## config.mk

```make
export PLATFORM = sky130hd
export DESIGN_NAME = mask_rand_gen
export DESIGN_NICKNAME = d
export VERILOG_FILES = /design/src/rtl/mask_rand_pkg.sv /design/src/rtl/mask_rand_gen_lfsr_step8.sv /design/src/rtl/mask_rand_gen.sv
export SDC_FILE = /design/constraint.sdc
export NUM_CORES = 1
export LEC_CHECK = 0
export BUFFER_PORTS_ARGS = -buffer_cell sky130_fd_sc_hd__buf_2
export CELL_PAD_IN_SITES_DETAIL_PLACEMENT = 1
export CELL_PAD_IN_SITES_GLOBAL_PLACEMENT = 2
export CORE_UTILIZATION = 30
export DETAILED_ROUTE_END_ITERATION = 10
export GPL_ROUTABILITY_DRIVEN = 0
export PLACE_DENSITY = 0.76
export SLEW_MARGIN = 10
export SYNTH_ARGS = -nofsm -noshare
export SYNTH_HDL_FRONTEND = slang
export SYNTH_SLANG_ARGS = --single-unit
```

## constraint.sdc

```tcl
create_clock -name clk -period 3.05 [get_ports clk]
set_input_delay 0.305 -clock clk [delete_from_list [all_inputs] [get_ports clk]]
set_output_delay 0.305 -clock clk [all_outputs]
set_load 0.05 [all_outputs]
```

## src/rtl/mask_rand_pkg.sv

```systemverilog
// Shared definitions for the masking randomness generator: LFSR geometry,
// feedback taps, zero-seed substitute, default warm-up length and FSM states.
package mask_rand_pkg;

   localparam int LFSR_W         = 32;
   localparam int TAP_A          = 31;
   localparam int TAP_B          = 21;
   localparam int TAP_C          = 1;
   localparam int TAP_D          = 0;
   localparam int STEPS_PER_ADV  = 8;
   localparam int WARMUP_DEFAULT = 64;
   localparam int CNT_W          = 8;

   // An all-zero Fibonacci LFSR locks up, so a zero seed is replaced by this.
   localparam logic [LFSR_W-1:0] ZERO_SEED_SUB = 32'h0000_0001;

   typedef enum logic [1:0] {
      ST_IDLE   = 2'd0,
      ST_WARMUP = 2'd1,
      ST_RUN    = 2'd2
   } state_t;

   // One Fibonacci shift: feedback enters at the LSB.
   function automatic logic [LFSR_W-1:0] lfsr_step1(input logic [LFSR_W-1:0] s);
      return {s[LFSR_W-2:0], s[TAP_A] ^ s[TAP_B] ^ s[TAP_C] ^ s[TAP_D]};
   endfunction

endpackage

```

## src/rtl/mask_rand_gen_lfsr_step8.sv

```systemverilog
// Purely combinational eight-step LFSR advance, so one clock edge moves the
// generator past every bit the two randomness nibbles consume.
module lfsr_step8
   import mask_rand_pkg::*;
(
   input  logic [31:0] s_in,
   output logic [31:0] s_out
);

   // Chain eight single steps of the feedback function.
   always_comb begin
      logic [31:0] t;
      t = s_in;
      for (int i = 0; i < STEPS_PER_ADV; i++) begin
         t = lfsr_step1(t);
      end
      s_out = t;
   end

endmodule

```

## src/rtl/mask_rand_gen.sv

```systemverilog
// Fresh-randomness source for the masked GF(4) S-box pair. A seed is loaded
// through a valid/ready handshake, the LFSR is warmed up for WARMUP advances,
// then one 8-bit draw per consumed cycle is split into the A and B nibbles.
module mask_rand_gen
   import mask_rand_pkg::*;
#(
   parameter int WARMUP = WARMUP_DEFAULT
)(
   input  logic        clk,
   input  logic        rst_n,
   input  logic        seed_valid,
   input  logic [31:0] seed,
   output logic        seed_ready,
   input  logic        en,
   output logic [3:0]  ra3ra2ra1ra0,
   output logic [3:0]  rb3rb2rb1rb0,
   output logic        rnd_valid
);

   localparam logic [CNT_W-1:0] WARMUP_C = CNT_W'(WARMUP);

   state_t             state_q, state_d;
   logic [CNT_W-1:0]   cnt_q, cnt_d;
   logic [31:0]        s_q, s_d;
   logic [31:0]        s_adv;
   logic               rnd_valid_q;
   logic               seed_ready_q;
   logic               accept;

   lfsr_step8 u_step8 (
      .s_in  (s_q),
      .s_out (s_adv)
   );

   assign accept = seed_valid & seed_ready_q;

   // Next-state logic; a seed load always wins over an en-driven advance.
   always_comb begin
      state_d = state_q;
      cnt_d   = cnt_q;
      s_d     = s_q;
      case (state_q)
         ST_IDLE: begin
            if (accept) begin
               s_d     = (seed == 32'h0) ? ZERO_SEED_SUB : seed;
               cnt_d   = '0;
               state_d = ST_WARMUP;
            end
         end
         ST_WARMUP: begin
            // WARMUP advances, then one more edge to hand over to RUN.
            if (cnt_q != WARMUP_C) begin
               s_d   = s_adv;
               cnt_d = cnt_q + 1'b1;
            end else begin
               state_d = ST_RUN;
            end
         end
         ST_RUN: begin
            if (accept) begin
               s_d     = (seed == 32'h0) ? ZERO_SEED_SUB : seed;
               cnt_d   = '0;
               state_d = ST_WARMUP;
            end else if (en) begin
               s_d = s_adv;
            end
         end
         default: begin
            state_d = ST_IDLE;
         end
      endcase
   end

   // State, counter, LFSR and registered status flags.
   always_ff @(posedge clk or negedge rst_n) begin
      if (!rst_n) begin
         state_q      <= ST_IDLE;
         cnt_q        <= '0;
         s_q          <= '0;
         rnd_valid_q  <= 1'b0;
         seed_ready_q <= 1'b1;
      end else begin
         state_q      <= state_d;
         cnt_q        <= cnt_d;
         s_q          <= s_d;
         rnd_valid_q  <= (state_d == ST_RUN);
         seed_ready_q <= (state_d != ST_WARMUP);
      end
   end

   // Outputs are flop bits, the nibbles gated by the registered valid flag.
   assign rnd_valid    = rnd_valid_q;
   assign seed_ready   = seed_ready_q;
   assign ra3ra2ra1ra0 = s_q[3:0] & {4{rnd_valid_q}};
   assign rb3rb2rb1rb0 = s_q[7:4] & {4{rnd_valid_q}};

endmodule

```

==> summary.txt, run 1 <==
Finish
  • Area taken by multi-input logic gates: 1280 µm²
  • Final instance area: 2870 µm²
  • Register area: 1100 µm²
  • Layout cells sized above 1: between 10% and 20%
  • # diodes: 0
  • Most frequent cells in the layout: 45 x o21ai_0, 45 x buf_2, 44 x nand2_1, 43 x dfrtp_1, 30 x a22oi_1
  • Filler cells: about 940
  • Layout area overhead: 17.0%
  • Nets: 347

Synth
  • Synthesized flop and latch total: 44
  • Cells after synthesis: 263
  • Syn nets: 305
  • EDFF count, synth: 0
  • Ys async rst share: 100%
  • Synth top area cells: dfrtp_1 44%, a22oi_1 9.2%, o21ai_0 9.2%
  • Synthesized area: 2450 µm²
  • Cell variety after synth: 32
  • Post-synth top area cell: dfrtp_1
  • Syn. warnings: 0
  • Seq/Total Area, Yosys: ~45%
  • Mean Syn Cell Area: 9.33 µm²
  • Post-synth top flop: dfrtp_1
  • Area share of the largest cell type after synthesis: 43.9%

STA
  • Setup Viol. Count Final: 0
  • Final critical-path required period: 2.18 ns
  • Crit share post-route: a little under three quarters
  • Setup Skew: just under 0.004 ns
  • Number of hold violations in the final report: 0
  • Setup TNS: 0 ns
  • RSZ-0062 raised after global routing: no
  • Final setup margin: 0.868 ns
  • Max Freq: approximately 460 MHz
  • Max-slew violation count: 0
  • Max_slew headroom: 32.3%
  • Tightest Pin Transition: 1.02 ns

Clock network
  • H-tree Lvls: 2
  • Post-CTS Repair Setup Buffers: 0
  • Clock transition at the registers of the reported paths: 0.08 ns
  • Root Driver: clkbuf_8
  • Post-CTS sizing: 0
  • Max clock buf depth: 2
  • Total CTS buffers: 5
  • Worst-Skew Late Latency: 0.29 ns
  • CTS tree: done
  • CTS sink cnt: 44
  • Hold-fix buffers at CTS: 0

Setup path
  • Crit path cell chain: xnor3_2 -> xnor3_2 -> xnor3_1 -> a21oi_1 -> o31ai_1
  • Crit end category: register
  • Critical Path Start: s_q[1]$_DFFE_PN0P_
  • R2R cell count: 5
  • CP required: 3.21 ns
  • Worst Path Arrival: 2.34 ns
  • Family with the most delay on the worst path: XOR/XNOR gates
  • Kind of critical path: register to register
  • Most used cell, CP: xnor3_2
  • Max stage delay cell, worst path: xnor3_2
  • FF-to-FF End: s_q[1]$_DFFE_PN0P_
  • Critical Path Stages: 5
  • Crit path max fanout: 4
  • Crit path to: s_q[1]$_DFFE_PN0P_
  • R2R Path Start: s_q[1]$_DFFE_PN0P_
  • Flop2flop setup slack: 0.87 ns
  • CP Buf/Inv Count: 0
  • Worst setup SP type: register
  • Largest stage delay on the critical path: around 0.5 ns

Route
  • DR pass1 iterations: 5
  • Via count: 2077
  • M1 WL: 3260 µm
  • DR vias/cell: 5.09
  • Routed length on met2: 2950 µm
  • DRC: 0
  • Routed Wire Length: ~6500 µm
  • ANT nets after route: 0
  • Post-DR wirelength/cell: ~16 µm
  • Met3 wire len: 264 µm
  • Drt initial violations: 123
  • Top layer in use: met4

Placement
  • Hpwl dp: 4920 µm
  • IO buf count: 45
  • Pre-CTS setup slack: 0.878 ns
  • Placed Area: 2780 µm²

Flow run
  • Maxcap violations: 0

Power and ir drop
  • Power per cell area: 1160 nW/µm²
  • Leakage: about 1.3 nW
  • VDD IR max: 0.000391 V
  • Final total power: 3.33 mW

Global routing
  • Pin count of the biggest net entering global routing: 65
  • Global route overflow: 0
  • Gr usage total: 16.7%
  • Initial antenna violation count: 0
  • Number of global-route vias before repair: approximately 2.1k
  • First-pass GRT wire length: between 10000 and 15000 µm

Die
  • Die height: 92.4 µm
  • Die width: a little over 90 µm
  • Site Rows: 32
  • Core area: 7810 µm²
  • Initial Util: 31.4%
  • I/O pin cnt: 46
  • Die area: 8540 µm²

Status
  • Outcome: finished, final reports clean

Worst hold path
  • Hold Path Class: input port to async pin
[report_power, final]
part,leakage [nW],switching [mW],internal [mW]
clock,0.0455,0.193,0.185
sequential,0.567,0.192,0.813
combinational,0.709,1.04,0.907
[per-stage QoR]
step	instances	utilization, %	hold slack (ns)
floorplan	263	-	0.00941
global placement	400	35.6	0.466
detailed placement	400	35.6	0.481
CTS	408	36.8	0.217
global route	408	36.8	0.255
finish	408	36.8	0.178
[logic make-up (layout without fill, tap and decap cells)]
logic type               count (synthesis)  in the layout  synth area share [%]
XOR/XNOR                                21             21                  10.4
adder cells (fa/ha/maj)                  6              6                  3.06
AND/OR/NAND/NOR                         82             82                  16.0
flip-flops                              44             44                  44.9
buffers and inverters                   18             61                  2.80
AO/OA/AOI/OAI                           92             92                  22.8
[cells in the mapped netlist, drive strengths merged (4+ instances only)]
| cell | number |
|---|---|
| and2 | 8 |
| nand2 | 44 |
| xnor3 | 5 |
| a31oi | 4 |
| nand4 | 4 |
| a22oi | 30 |
| inv | 5 |
| nor2 | 5 |
| ha | 6 |
| dfrtp | 43 |
| xnor2 | 10 |
| clkbuf | 12 |
| xor2 | 6 |
| a21oi | 6 |
| o21ai | 45 |
| nor4 | 8 |
[flip-flops by register name, indices dropped and copies added, names as in the netlist]
| name | count |
|---|---|
| rnd_valid | 1 |
| state_q | 2 |
| s_q | 32 |
| cnt_q | 8 |
| seed_ready | 1 |
[worst register-to-register path: cells and delay by family, from the launching register on]
kind,cells,cell delay [ns]
xor gates and xnor gates,3,1.37
DFF,1,0.43
AOI/OAI and AO/OA,2,0.25
[cell type report]
type	count	share of cell area, %
sequential	44	38.4
inverter	5	0.654
clock buffer	8	3.14
tap	102	4.44
multi-input combinational	201	44.7
timing repair buffer	48	8.63
[how the worst min path moves through the flow]
stage	from	end	slack, ns	cells after the start
global placement	s_q[23]$_DFFE_PN0P_	s_q[23]$_DFFE_PN0P_	0.47	2
CTS	rst_n	cnt_q[2]$_DFFE_PN0P_	0.22	1
floorplan	rst_n	cnt_q[0]$_DFFE_PN0P_	0.009	0
global route	rst_n	cnt_q[2]$_DFFE_PN0P_	0.26	1
detailed placement	s_q[22]$_DFFE_PN0P_	s_q[22]$_DFFE_PN0P_	0.48	2
finish	rst_n	cnt_q[2]$_DFFE_PN0P_	0.18	1
[layer usage]
metal	global-route usage [%]	up-vias
met4	4.69	0
met3	2.87	6
met1	24.0	1001
li1	-	1028
met5	0	-
met2	25.6	42
Power figures use the tool's default switching activity.
==> inputs of run 2 (changes only) <==
Clock period 3.05 ns to 2.15 ns, I/O delays scaled along.
==> summary.txt, run 2 (synthesized netlist as in run 1, its figures left out) <==
Route
  • DRC: 0 (unchanged)
  • ANT nets after route: 0 (unchanged)
  • DR vias/cell: 5.15 (+1.2%)
  • Post-DR wirelength/cell: 16.2 µm (+1.0%)
  • Routed Wire Length: 6710 µm (+2.5%)
  • Via count: 2133 (+2.7%)
  • DR pass1 iterations: 4 (-1)
  • Drt initial violations: 86 (-30%)

Global routing
  • Gr usage total: 16.9% (+0.20 points)
  • Pin count of the biggest net entering global routing: 65 (unchanged)
  • First-pass GRT wire length: 11200 µm (+1.9%)
  • Global route overflow: 0 (unchanged)
  • Initial antenna violation count: 0 (unchanged)
  • Number of global-route vias before repair: 2178 (+3.2%)

Finish
  • Max FFs per register: 32 (unchanged)
  • Register area: 1100 µm² (unchanged)
  • # diodes: 0 (unchanged)
  • Layout area overhead: 21.3%
  • Finished Core Util: 38.1% (+1.3 points)
  • Layout cells sized above 1: 22.4% (+2.8 points)
  • Filler cells: 920 (-2.5%)
  • Area taken by multi-input logic gates: 1300 µm² (+1.5%)
  • Top reg by flops: s_q
  • Top Registers: s_q: 32 flops, cnt_q: 8 flops, state_q: 2 flops
  • Most frequent cells in the layout: 45 x o21ai_0, 45 x buf_2, 44 x nand2_1, 43 x dfrtp_1, 30 x a22oi_1
  • Nets: 353 (+1.7%)
  • Post-route insts no fill: 414 (+1.5%)

STA
  • Final critical-path required period: 1.99 ns (-0.196 ns)
  • Setup Skew: 0.0106 ns (+0.00666 ns)
  • Tightest Pin Transition: 0.588 ns (-0.427 ns)
  • Hold slack: 0.00174 ns (-0.176 ns)
  • Number of hold violations in the final report: 0 (unchanged)
  • Setup TNS: 0 ns (unchanged)
  • Max_slew headroom: 60.8% (+28 points)
  • Max Freq: 503 MHz (+9.9%)
  • RSZ-0062 raised after global routing: no
  • Setup Viol. Count Final: 0 (unchanged)
  • Max-slew violation count: 0 (unchanged)
  • Crit share post-route: 92.4% (+21 points)

Power and ir drop
  • Power per cell area: 1670 nW/µm² (+44%)
  • Leakage: 1.38 nW (+4.1%)
  • VDD IR max: 0.000627 V (+60%)
  • Final total power: 4.96 mW (+49%)

Die
  • Site Rows: 32 (unchanged)
  • Initial Util: 31.4% (unchanged)
  • Die width: 92.4 µm (unchanged)
  • Die height: 92.4 µm (unchanged)
  • Core area: 7810 µm² (unchanged)
  • Die area: 8540 µm² (unchanged)
  • I/O pin cnt: 46 (unchanged)

Setup path
  • Critical Path Start: s_q[28]$_DFFE_PN0P_
  • Crit end category: register
  • Largest stage delay on the critical path: 0.54 ns (+0.04 ns)
  • CP required: 2.33 ns (-0.88 ns)
  • R2R cell count: 5 (unchanged)
  • Worst Path Arrival: 2.16 ns (-0.18 ns)
  • Crit path cell chain: xnor2_1 -> xnor3_2 -> xnor3_1 -> a21oi_1 -> o31ai_1
  • Crit path max fanout: 3 (-1)
  • Worst setup SP type: register
  • R2R Path Start: s_q[28]$_DFFE_PN0P_
  • Max stage delay cell, worst path: xnor3_2
  • Kind of critical path: register to register

Placement
  • Placed Instances: 406 (+1.5%)
  • IO buf count: 45 (unchanged)
  • Hpwl dp: 4980 µm (+1.1%)

Status
  • Outcome: finished, final reports clean

Clock network
  • CTS tree: done
  • Clock transition at the registers of the reported paths: 0.09 ns (about the same)
  • Worst-Skew Late Latency: 0.29 ns (about the same)
  • CTS sink cnt: 44 (unchanged)
  • Post-CTS Repair Setup Buffers: 0 (unchanged)
  • H-tree Lvls: 2 (unchanged)
  • Total CTS buffers: 5 (unchanged)
  • Root Driver: clkbuf_8
  • Max clock buf depth: 2 (unchanged)

Flow run
  • Maxcap violations: 0 (unchanged)

Worst hold path
  • Hold Path Class: input port to async pin
==> run 2: changes by cell type in the layout (fill, tap and decap cells not counted), sizes merged <==
cell      before  now
buf           48   54
clkbuf         8    7
clkinvlp       0    1
==> run 2: critical path: cells and delay by family, from the launching register on <==
family                    cells  cell delay [ns]
DFF                           1             0.40
xor gates and xnor gates      3             1.22
AOI/OAI and AO/OA             2             0.24
==> run 2: layout make-up <==
| cell class | count | area share, % |
|---|---|---|
| Clock buffer | 7 | 2.90 |
| Clock inverter | 1 | 0.252 |
| Inverter | 5 | 0.631 |
| Multi-Input combinational cell | 201 | 43.8 |
| Sequential cell | 44 | 37.0 |
| Tap cell | 102 | 4.29 |
| Timing Repair Buffer | 54 | 11.1 |
==> run 2: where the power goes <==
part / internal, mW / leakage [nW] / switching, mW / total (mW)
registers: 1.15 / 0.567 / 0.282 / 1.43
logic: 1.48 / 0.764 / 1.49 / 2.97
clock network: 0.262 / 0.0445 / 0.295 / 0.557
==> run 2: per-layer routing <==
| metal | vias to the layer above | GRT usage (%) | part of all wire (%) |
|---|---|---|---|
| li1 | 1041 | - | - |
| met1 | 1045 | 24.3 | 50 |
| met2 | 43 | 25.5 | 45 |
| met3 | 4 | 3.78 | 4.0 |
| met4 | 0 | 4.17 | 0.81 |
| met5 | - | 0 | 0 |
==> run 2: worst paths after layout <==
check	endpoint	slack [ns]
min in group clk	s_q[22]$_DFFE_PN0P_	0.22
max in group asynchronous	s_q[0]$_DFFE_PN0P_	1.75
hold / removal	s_q[21]$_DFFE_PN0P_	0.002
hold reg to reg	s_q[22]$_DFFE_PN0P_	0.50
setup reg to reg	s_q[1]$_DFFE_PN0P_	0.16
setup / recovery	s_q[1]$_DFFE_PN0P_	0.16
==> run 2: timing repair <==
action,CTS,global route
hold buffers,0,0
resized for setup,0,4
endpoints found under the setup margin,0,16
hold endpoints to repair,0,0
==> run 2: metrics by stage <==
| step | area [µm²] | setup slack, ns |
|---|---|---|
| 2_1_floorplan | 2450 | 0.171 |
| 3_3_place_gp | 2860 | 0.139 |
| 3_5_place_dp | 2860 | 0.0753 |
| 4_1_cts | 2960 | 0.0565 |
| 5_1_grt | 2980 | 0.0291 |
| 6_report | 2980 | 0.164 |
